$ cat src/rtl/branch_resolver_pkg.sv
// Shared types for the execute-stage branch resolver: word width, NZCV flags,
// ARM condition codes and resolver FSM states.
package branch_resolver_pkg;

  localparam int WORD = 32;

  typedef struct packed {
    logic negative;
    logic zero;
    logic carry;
    logic overflow;
  } status_register;

  typedef enum logic [3:0] {
    COND_EQ = 4'd0,
    COND_NE = 4'd1,
    COND_CS = 4'd2,
    COND_CC = 4'd3,
    COND_MI = 4'd4,
    COND_PL = 4'd5,
    COND_VS = 4'd6,
    COND_VC = 4'd7,
    COND_HI = 4'd8,
    COND_LS = 4'd9,
    COND_GE = 4'd10,
    COND_LT = 4'd11,
    COND_GT = 4'd12,
    COND_LE = 4'd13,
    COND_AL = 4'd14,
    COND_NV = 4'd15
  } cond_code;

  typedef enum logic {
    ST_IDLE  = 1'b0,
    ST_FLUSH = 1'b1
  } branch_resolve_state;

endpackage

$ cat src/rtl/branch_resolver_cond_eval.sv
// Combinational ARM condition evaluator: condition code + NZCV -> taken.
module cond_eval
  import branch_resolver_pkg::*;
(
  input  cond_code       cond,
  input  status_register flags,
  output logic           taken
);

  logic n, z, c, v;

  assign n = flags.negative;
  assign z = flags.zero;
  assign c = flags.carry;
  assign v = flags.overflow;

  always_comb begin
    taken = 1'b0;
    unique case (cond)
      COND_EQ: taken = z;
      COND_NE: taken = !z;
      COND_CS: taken = c;
      COND_CC: taken = !c;
      COND_MI: taken = n;
      COND_PL: taken = !n;
      COND_VS: taken = v;
      COND_VC: taken = !v;
      COND_HI: taken = c & !z;
      COND_LS: taken = !c | z;
      COND_GE: taken = (n == v);
      COND_LT: taken = (n != v);
      COND_GT: taken = !z & (n == v);
      COND_LE: taken = z | (n != v);
      COND_AL: taken = 1'b1;
      COND_NV: taken = 1'b0;
      default: taken = 1'b0;
    endcase
  end

endmodule

$ cat src/rtl/branch_resolver.sv
// Execute-stage branch resolver: registered redirect pulse plus wrong-path squash.
// Optional resolve/taken statistics counters are built when BRANCH_STATS_EN is defined.
module branch_resolver
  import branch_resolver_pkg::*;
#(
  parameter int FLUSH_CYCLES = 2
) (
  input  logic             clk_i,
  input  logic             reset_n_i,
  input  logic             is_valid_i,
  input  logic             is_branch_i,
  input  logic             is_cond_i,
  input  logic [3:0]       cond_i,
  input  status_register   status_reg_i,
  input  logic [WORD-1:0]  target_i,
  output logic             redirect_valid_o,
  output logic [WORD-1:0]  redirect_pc_o,
  output logic             flush_o,
  output logic [WORD-1:0]  branch_count_o,
  output logic [WORD-1:0]  taken_count_o
);

  branch_resolve_state state;
  logic [3:0]          flush_cnt;
  logic                cond_true;
  logic                resolve;
  logic                taken;

  cond_eval u_cond_eval (
    .cond  (cond_code'(cond_i)),
    .flags (status_reg_i),
    .taken (cond_true)
  );

  // Branches seen while squashing are wrong-path and must never resolve.
  assign resolve = is_valid_i & is_branch_i & (state == ST_IDLE);
  assign taken   = resolve & (!is_cond_i | cond_true);

  always_ff @(posedge clk_i) begin
    if (!reset_n_i) begin
      state            <= ST_IDLE;
      flush_cnt        <= '0;
      redirect_valid_o <= 1'b0;
      redirect_pc_o    <= '0;
      flush_o          <= 1'b0;
    end else begin
      case (state)
        ST_IDLE: begin
          redirect_valid_o <= 1'b0;
          flush_o          <= 1'b0;
          if (taken) begin
            redirect_valid_o <= 1'b1;
            redirect_pc_o    <= {target_i[WORD-1:1], 1'b0};
            flush_o          <= 1'b1;
            flush_cnt        <= 4'(FLUSH_CYCLES - 1);
            state            <= ST_FLUSH;
          end
        end
        ST_FLUSH: begin
          redirect_valid_o <= 1'b0;
          if (flush_cnt == 4'd0) begin
            flush_o <= 1'b0;
            state   <= ST_IDLE;
          end else begin
            flush_o   <= 1'b1;
            flush_cnt <= flush_cnt - 4'd1;
          end
        end
        default: begin
          redirect_valid_o <= 1'b0;
          flush_o          <= 1'b0;
          state            <= ST_IDLE;
        end
      endcase
    end
  end

`ifdef BRANCH_STATS_EN
  logic [WORD-1:0] branch_count_reg;
  logic [WORD-1:0] taken_count_reg;

  always_ff @(posedge clk_i) begin
    if (!reset_n_i) begin
      branch_count_reg <= '0;
      taken_count_reg  <= '0;
    end else begin
      if (resolve) branch_count_reg <= branch_count_reg + 1'b1;
      if (taken)   taken_count_reg  <= taken_count_reg + 1'b1;
    end
  end

  assign branch_count_o = branch_count_reg;
  assign taken_count_o  = taken_count_reg;
`else
  assign branch_count_o = '0;
  assign taken_count_o  = '0;
`endif

endmodule

$ cat config.mk
export PLATFORM = sky130hd
export DESIGN_NAME = branch_resolver
export DESIGN_NICKNAME = d
export VERILOG_FILES = /design/src/rtl/branch_resolver_pkg.sv /design/src/rtl/branch_resolver_cond_eval.sv /design/src/rtl/branch_resolver.sv
export SDC_FILE = /design/constraint.sdc
export NUM_CORES = 1
export LEC_CHECK = 0
export ABC_AREA = 1
export CORE_MARGIN = 8
export CORE_UTILIZATION = 33
export DETAILED_ROUTE_END_ITERATION = 16
export GPL_TIMING_DRIVEN = 0
export PLACE_DENSITY = 0.76
export SLEW_MARGIN = 30
export SYNTH_ARGS = -nofsm -noshare
export SYNTH_HDL_FRONTEND = slang
export SYNTH_SLANG_ARGS = --single-unit
$ cat constraint.sdc
create_clock -name clk_i -period 1.23 [get_ports clk_i]
set_input_delay 0.246 -clock clk_i [delete_from_list [all_inputs] [get_ports clk_i]]
set_output_delay 0.246 -clock clk_i [all_outputs]
set_load 0.02 [all_outputs]
==> flow_metrics.py <==
metrics = {
    "run_status": {
        "status": "finished, violations left",
        "failed_checks": "setup timing",
    },
    "route": {
        "drtIter0Drc": 56,
        "ant_nets": 0,
        "avgViaCountPerCell": 3.983,
        "drtPass1Iterations": 4,
        "drc": 0,
        "wl_met2_mm": 3.222,
        "route.met3.wl_um": 784,
        "wl_per_cell_um": 12.10,
        "postRouteWirelength_mm": 6.511,
        "drt-met1-wl_mm": 2.421,
        "vias": 2143,
        "routed.top_layer": "met4",
    },
    "setup_path": {
        "ff2ff_setup_slack_ns": 0.01,
        "cp_cell_sequence": "buf_4, nor2_4, nand3_2, o21ai_2, inv_2, nand3_4, nand2_8, buf_6, buf_12, o21ai_2, nor2_1",
        "endpoint_kind": "register",
        "path_class": "primary input to register",
        "start_kind": "primary input",
        "worstPathMaxFanout": 10,
        "critPathRequiredTime_ns": 1.42,
        "cp_data_arrival_time_ns": 1.46,
        "max_stage_delay_ns": 0.14,
        "slowest_stage": "buf_4",
        "crit_top_cell": "o21ai_2",
    },
    "floorplanning": {
        "dieArea_um2": 9815,
        "ioPinCount": 143,
        "die_w_um": 99.07,
        "start_util": 0.3389,
        "die-height_um": 99.07,
        "rows": 30,
        "core_um2": 6719,
    },
    "sta": {
        "finClkSkew_ns": 0.004599,
        "min_period_over_period": 1.027,
        "tns_ns": -0.1536,
        "fin_ws_ns": -0.03370,
        "fmax_mhz": 791.3,
        "finalSetupViolations": 10,
        "final_max_slew_viol_count": 0,
        "finalHoldViolations": 0,
        "rsz0062_at_grt": "yes",
        "fin_crit_ns": 1.264,
    },
    "cts": {
        "cts-hold-fix-buffers": 0,
        "cts_tree": "yes",
        "root_buffer": "clkbuf_8",
        "cts.sinks": 37,
        "clk_latency_ns": 0.29,
        "path_clk_slew_ns": 0.08,
        "htreeDepth": 2,
        "numCtsBuffers": 5,
        "clk_path_buf_depth": 2,
    },
    "grt": {
        "track_usage": 0.1246,
        "grt_max_degree": 14,
        "grt_pass1_vias": 2063,
        "grt-ovfl-total": 0,
        "antenna_found_initial": 0,
        "grt_pass1_wl_mm": 10.10,
    },
    "layout": {
        "drive_above_1_share": 0.4825,
        "fin_area_um2": 3790,
        "syn_to_final_growth_pct": 66.43,
        "diodes": 0,
        "n_fill_cell": 654,
        "nets": 503,
        "multiInputGateArea_um2": 1343,
        "fin_util": 0.5641,
        "regArea_um2": 745.7,
        "final_cell_mix": "buf_4, conb_1, nor2_1, dfxtp_1, nand2_1",
        "final_common_cell": "buf_4",
    },
    "placement": {
        "place_area_um2": 3418,
        "port_buffers": 76,
        "dpl.hpwl_mm": 4.811,
        "gp_congestion": 0.7899,
    },
    "power": {
        "leakage_nw": 1.869,
        "total_power_mw": 3.791,
        "vdd_ir_drop_max_mv": 0.6851,
        "powerDensity_nw_per_um2": 1000,
    },
    "logic_synthesis": {
        "seq_area_frac_synth": 0.3253,
        "ys.warnings.count": 0,
        "avgSynthCellArea_um2": 7.491,
        "synth-seq-cells": 37,
        "syn_inst": 304,
        "yosysUniqueCellTypes": 24,
        "synth_area_um2": 2277,
    },
    "min_path": {
        "hold_class": "primary input to register",
    },
    "flow_run": {
        "maxCapViolations": 0,
    },
}
-- synthesized netlist by cell type --
| master | instances | area [um2] |
|---|---|---|
| inv_8 | 1 | 11.26 |
| conb_1 | 1 | 3.750 |
| nand2_4 | 1 | 11.26 |
| nand2_1 | 40 | 150.1 |
| inv_2 | 3 | 11.26 |
| inv_1 | 11 | 41.29 |
| nand2_2 | 2 | 12.51 |
| nor2_1 | 53 | 198.9 |
| ha_1 | 1 | 12.51 |
| a21oi_1 | 1 | 5.000 |
| nor4_1 | 1 | 6.260 |
| o21ai_1 | 18 | 90.09 |
| nand2_8 | 1 | 20.02 |
| or2_2 | 1 | 6.260 |
| nand3_2 | 4 | 40.04 |
| buf_6 | 3 | 33.78 |
| clkbuf_1 | 3 | 11.26 |
| dfxtp_1 | 37 | 740.7 |
| nand3_1 | 6 | 30.03 |
| o21ai_0 | 15 | 75.07 |
| nor2_2 | 32 | 200.2 |
| nand3_4 | 1 | 17.52 |
| buf_12 | 3 | 60.06 |
| buf_4 | 65 | 488.0 |
-- logic make-up (layout without fill, tap and decap cells) --
kind of cell / Yosys count / in the layout / synth area share
adder cells (fa/ha/maj): 1 / 1 / 0.005494
flip-flops: 37 / 37 / 0.3253
AND/OR/NAND/NOR: 142 / 142 / 0.3044
other: 1 / 65 / 0.001647
AO/OA/AOI/OAI: 34 / 34 / 0.07472
buffers and inverters: 89 / 179 / 0.2885
-- registers in the layout, summed over array words and instances, names as in the netlist --
signal	flops
redirect_pc_o	31
flush_cnt	4
redirect_valid_o	1
state	1
-- where the power goes --
| group | internal (mW) | switching, mW | total (mW) |
|---|---|---|---|
| sequential | 1.30 | 0.0751 | 1.37 |
| clock | 0.607 | 0.465 | 1.07 |
| combinational | 0.618 | 0.729 | 1.35 |
| total | 2.52 | 1.27 | 3.79 |
-- layer usage --
metal  vias to the layer above  track usage
li1                       1122            -
met1                       927       0.1255
met5                         -            0
met3                         7      0.06977
met4                         0      0.02910
met2                        87       0.2183
-- area by class of cell --
| type | count | share of cell area |
|---|---|---|
| clock buffer | 5 | 0.01816 |
| buffer | 73 | 0.1578 |
| timing repair buffer | 83 | 0.2110 |
| tap | 80 | 0.02641 |
| sequential | 37 | 0.1968 |
| clock inverter | 3 | 0.01222 |
| multi-input combinational | 242 | 0.3542 |
| inverter | 15 | 0.02344 |
-- stage by stage --
stage / hold slack (ns) / setup slack, ns / cells
2_1_floorplan: 0.3775 / -0.02679 / 368
3_3_place_gp: 0.4551 / -0.9239 / 524
3_5_place_dp: 0.4575 / -0.9454 / 524
4_1_cts: 0.4727 / -0.02623 / 537
5_1_grt: 0.4302 / -0.1300 / 538
6_report: 0.4047 / -0.03370 / 538
-- worst max-delay path, delay by kind of cell --
family	cells	cell delay, ns
simple gates	5	0.46
buf+inv	4	0.48
compound gates	2	0.25
-- worst paths after layout --
kind / start / to / cells after the start
setup / recovery: cond_i[2] / redirect_pc_o[18]$_SDFFE_PN0P_ / 11
hold reg to reg: redirect_pc_o[11]$_SDFFE_PN0P_ / redirect_pc_o[11]$_SDFFE_PN0P_ / 2
hold / removal: reset_n_i / redirect_pc_o[23]$_SDFFE_PN0P_ / 3
setup reg to reg: flush_cnt[0]$_SDFFE_PN0P_ / flush_cnt[1]$_SDFFE_PN0P_ / 8
-- repair_timing --
| action | 4_1_cts | 5_1_grt |
|---|---|---|
| endpoints found under the setup margin | 70 | 59 |
| pin swaps | 10 | 14 |
| setup buffers | 3 | 1 |
| cloned | 2 | 1 |
| gates resized for setup | 167 | 53 |
No activity file was read; power rests on OpenSTA's default activity.
